## config.mk

```make
export PLATFORM = sky130hd
export DESIGN_NAME = cmn_rr_arb_pld
export DESIGN_NICKNAME = d
export VERILOG_FILES = /design/src/rtl/cmn_rr_arb_pld.sv
export SDC_FILE = /design/constraint.sdc
export NUM_CORES = 1
export LEC_CHECK = 0
export ABC_AREA = 1
export CAP_MARGIN = 40
export CELL_PAD_IN_SITES_DETAIL_PLACEMENT = 0
export CELL_PAD_IN_SITES_GLOBAL_PLACEMENT = 1
export CORE_MARGIN = 2
export CORE_UTILIZATION = 24
export CTS_CLUSTER_SIZE = 28
export DETAILED_ROUTE_END_ITERATION = 10
export PLACE_DENSITY = 0.8
export REMOVE_ABC_BUFFERS = 1
export SETUP_SLACK_MARGIN = 0.1
export SYNTH_ARGS = -nofsm -noshare
export SYNTH_HDL_FRONTEND = slang
export SYNTH_SLANG_ARGS = --single-unit
```

## constraint.sdc

```tcl
create_clock -name clk -period 3.28 [get_ports clk]
set_clock_uncertainty 0.15 [all_clocks]
set_input_delay 0.328 -clock clk [delete_from_list [all_inputs] [get_ports clk]]
set_output_delay 0.328 -clock clk [all_outputs]
set_load 0.05 [all_outputs]
```

## src/rtl/cmn_rr_arb_pld.sv

```systemverilog
// Round-robin arbiter feeding a one-hot payload mux into a 1-entry output register stage.
// Latency 1 cycle request-to-output; full throughput; v_req_rdy drops while the held entry is stalled.

module cmn_onehot_mux #(
  parameter int N = 2,
  parameter int W = 8
) (
  input  logic [N-1:0] sel,
  input  logic [W-1:0] din [N],
  output logic [W-1:0] dout
);
  always_comb begin
    dout = '0;
    for (int i = 0; i < N; i++) begin
      dout = dout | (din[i] & {W{sel[i]}});
    end
  end
endmodule

module cmn_rr_arb_pld #(
  parameter int WIDTH     = 4,
  parameter int PLD_WIDTH = 32,
  parameter int IDX_WIDTH = $clog2(WIDTH)
) (
  input  logic                 clk,
  input  logic                 rst_n,
  input  logic [WIDTH-1:0]     v_req_vld,
  output logic [WIDTH-1:0]     v_req_rdy,
  input  logic [PLD_WIDTH-1:0] v_req_pld [WIDTH],
  output logic                 out_vld,
  input  logic                 out_rdy,
  output logic [PLD_WIDTH-1:0] out_pld,
  output logic [WIDTH-1:0]     out_sel_onehot,
  output logic [IDX_WIDTH-1:0] out_idx
);
  logic [IDX_WIDTH-1:0] ptr;
  logic [IDX_WIDTH-1:0] ptr_nxt;
  logic [IDX_WIDTH-1:0] grant_idx;
  logic [WIDTH-1:0]     grant;
  logic [PLD_WIDTH-1:0] mux_pld;
  logic                 load_en;
  logic                 xfer;

  assign load_en = ~out_vld | out_rdy;

  // Walk requesters starting at ptr; the index wraps by compare so non-power-of-2 WIDTH works.
  always_comb begin : rr_search
    int   idx;
    logic found;
    idx       = 0;
    found     = 1'b0;
    grant     = '0;
    grant_idx = '0;
    for (int k = 0; k < WIDTH; k++) begin
      idx = int'(ptr) + k;
      if (idx >= WIDTH) idx = idx - WIDTH;
      if (!found && v_req_vld[idx]) begin
        grant[idx] = 1'b1;
        grant_idx  = IDX_WIDTH'(idx);
        found      = 1'b1;
      end
    end
  end

  assign v_req_rdy = grant & {WIDTH{load_en}};
  assign xfer      = |v_req_rdy;
  assign ptr_nxt   = (grant_idx == IDX_WIDTH'(WIDTH - 1)) ? '0 : grant_idx + IDX_WIDTH'(1);

  cmn_onehot_mux #(
    .N (WIDTH),
    .W (PLD_WIDTH)
  ) u_pld_mux (
    .sel  (grant),
    .din  (v_req_pld),
    .dout (mux_pld)
  );

  always_ff @(posedge clk or negedge rst_n) begin
    if (!rst_n) begin
      out_vld        <= 1'b0;
      out_pld        <= '0;
      out_sel_onehot <= '0;
      out_idx        <= '0;
      ptr            <= '0;
    end else if (xfer) begin
      out_vld        <= 1'b1;
      out_pld        <= mux_pld;
      out_sel_onehot <= grant;
      out_idx        <= grant_idx;
      ptr            <= ptr_nxt;
    end else if (out_rdy) begin
      out_vld <= 1'b0;
    end
  end
endmodule

```

==> results by group <==
Setup path
  • WP data required: ~2800 ps
  • Critical Path AT: 2430 ps
  • Worst setup SP type: flop
  • Crit path kind: flop to output pin
  • Critical-path cell list: inv_2 -> ha_1 -> inv_1 -> nand3_1 -> nand2_1 -> nor2_2 -> a21oi_2 -> nand3_2 -> buf_4 -> nand2_1 -> inv_1 -> buf_4
  • CP Capture Type: output pin
  • Largest stage delay, worst path: between 400 and 500 ps
  • Crit path max fanout: 8
  • Crit-path slowest cell: dfrtp_1

Placed design
  • Post-DP HPWL: 8.43 mm
  • IO Port Bufs: roughly 180
  • Final GP Congestion: 0.818
  • Placed insts: roughly 740

Timing
  • Slew Viols, Final: 0
  • Slew margin rel.: roughly three fifths
  • Final-report hold violation count: 0
  • Final setup fails: 0
  • Tmin final: 2910 ps
  • Final period utilization: between 80% and 90%
  • Worst-margin pin slew: roughly 570 ps
  • Final setup TNS: 0 ps
  • Min Hold Slack: roughly 310 ps
  • Fmax: roughly 340 MHz
  • Setup repair after global routing missed its margin: no

Logic synthesis
  • Syn Std Cell Area: 0.00279 mm2
  • Unique masters post-synth: 22
  • Cells after synthesis: approximately 430
  • Largest cells by area after synthesis: nand2_1 (38%), dfrtp_1 (37%), nand4_1 (8.1%), buf_2 (2.9%), nand3_2 (2.2%)
  • Syn Area/Cell: around 6.5 um2
  • EDFF count, synth: 0
  • Flops & latches, synth: 41
  • Synth area leader: nand2_1
  • Seq/Total Area, Yosys: about 37%
  • Post-synth ARST share: between 90% and 100%
  • Most frequent cell after synthesis: nand2_1
  • Top-area cell type share of the netlist area: ~38%
  • Most common flop cell mapped by yosys: dfrtp_1
  • Syn. warnings: 0
  • List of most frequent post-synthesis cells: nand2_1 (280), dfrtp_1 (41), nand4_1 (36)

Clock tree
  • Worst-path clk slew: about 60 ps
  • Setup bufs post-CTS: 0
  • Clock sink total: between 40 and 50
  • TritonCTS clock tree: done
  • Clk_lat worst skew: 280 ps
  • CTS root buf: clkbuf_16
  • Max H-tree Level: 2
  • CTS Buf Count: 5
  • Clock buffer depth: 2

Global route
  • First-pass GRT wire length: about 17 mm
  • Largest net degree at the start of global routing: 38
  • Grt ovf: 0
  • Initial antenna violation count: 0
  • Gr usage total: 16.9%
  • Vias in the first global route: 3,415

Floorplan
  • Die Y: between 100 and 150 um
  • IO Count: ~180
  • DIE WIDTH: 112 um
  • Num rows: 39
  • Die ar.: 0.0125 mm2
  • Initial core utilization: between 20 and 25%
  • Core area: 0.0114 mm2

Drt
  • Total wire length: 10.5 mm
  • WL per Instance: ~14 um
  • Vias per cell: 4.54
  • First-pass detailed-route iteration total: 4
  • DRT iter0 DRCs: slightly above 200
  • Routed vias: around 3,400
  • Remaining antenna violation count after routing: 0
  • Drt drc: 0

Layout
  • Layout cells sized above 1: under 10%
  • Final cell count without fillers: between 700 and 800
  • Nets: between 700 and 800
  • # diodes: 0
  • Area Overhead vs Synth: 74.6%

Pwr
  • Clock network power share: between 7 and 8%
  • Worst vdd ir: approximately 0.0007 V
  • Combinational Power Share: about 78%
  • Flop pwr share: approximately 15%
  • Cell Pwr Density: 1310 mW/mm2
  • Static leakage: about 2.3 nW
  • Internal: between 2 and 3 mW
  • Sw Pwr: ~3.7 mW
  • Switch share: 57.1%

Min path
  • Worst Hold Class: flop to flop

Job
  • Max-Cap Viols: 0

Outcome
  • Status: completed
==> critical path, delay by kind of cell (launching register included) <==
| family | cells | cell delay (ps) |
|---|---|---|
| AO/OA/AOI/OAI | 1 | 90 |
| flip-flops | 1 | 450 |
| AND/OR/NAND/NOR | 5 | 620 |
| buffers and inverters | 5 | 630 |
| adder cells (fa/ha/maj) | 1 | 360 |
==> placed cells by master, fill, tap and decap left out, drive strengths merged, types with 4 or more instances in the layout <==
master,n
a21boi,5
inv,17
ha,4
nand3,13
clkdlybuf4s50,172
nand2,284
clkbuf,6
buf,17
dfrtp,41
o21ai,5
nand4,36
==> metrics by stage <==
stage / setup slack (ps) / cell area, um2 / util [%] / power (mW)
2_1_floorplan: 107 / 2660 / - / 4.17
6_report: 369 / 4880 / 42.9 / 6.40
4_1_cts: 270 / 4870 / 42.9 / 6.51
3_3_place_gp: 529 / 4690 / 41.3 / 5.94
3_5_place_dp: 460 / 4720 / 41.5 / 6.00
5_1_grt: 178 / 4880 / 42.9 / 7.06
==> cells by family after synthesis <==
family	Yosys count	share of synthesized area, %
simple gates	336	51.0
buf+inv	38	7.12
compound gates	13	3.32
flops	41	36.7
fa+ha+maj	4	1.79
==> area by class of cell <==
| type | count | area (um2) |
|---|---|---|
| Fill cell | 1209 | 6490 |
| Timing Repair Buffer | 190 | 1890 |
| Multi-Input combinational cell | 353 | 1570 |
| Sequential cell | 41 | 1030 |
| Tap cell | 143 | 179 |
| Clock buffer | 6 | 139 |
| Inverter | 17 | 66.3 |
| Clock inverter | 1 | 7.51 |
==> final timing paths <==
kind                        startpoint            to  slack (ps)  cells past startpoint
hold reg to reg            out_pld[27]   out_pld[27]         310                      2
max in group asynchronous        rst_n    out_pld[6]        2040                      3
setup / recovery                ptr[1]  v_req_rdy[2]         370                     12
setup reg to reg                ptr[1]          flop         570                     14
hold / removal             out_pld[27]   out_pld[27]         310                      2
min in group asynchronous        rst_n    out_pld[0]         440                      2
==> power groups by stage <==
stage	Sequential, mW	Clock, mW	Combinational (mW)
final	0.949	0.487	4.97
after global routing	0.982	0.533	5.55
after CTS	0.950	0.509	5.05
after detailed placement	0.955	0	5.04
after global placement	0.958	0	4.99
after floorplan	1.69	0	2.48
==> flip-flops by register name (all words and copies together) (netlist names), named ones only <==
| name | count |
|---|---|
| out_idx | 2 |
| out_vld | 1 |
| out_pld | 32 |
| out_sel_onehot | 4 |
| ptr | 1 |
==> metal layers <==
layer  track usage, %  wire, um  vias to the layer above
met3             3.38       676                       13
met4             4.94       174                        0
met5                0         0                        -
li1                 -         -                     1715
met1             20.6      4480                     1549
met2             30.1      5200                      136
==> timing repair <==
action                                 CTS  global route
endpoints found under the hold margin   21             0
setup endpoints to repair                0             1
hold buffers                             1             0
gates resized for setup                  0             1
No activity file was read; power rests on OpenSTA's default activity.
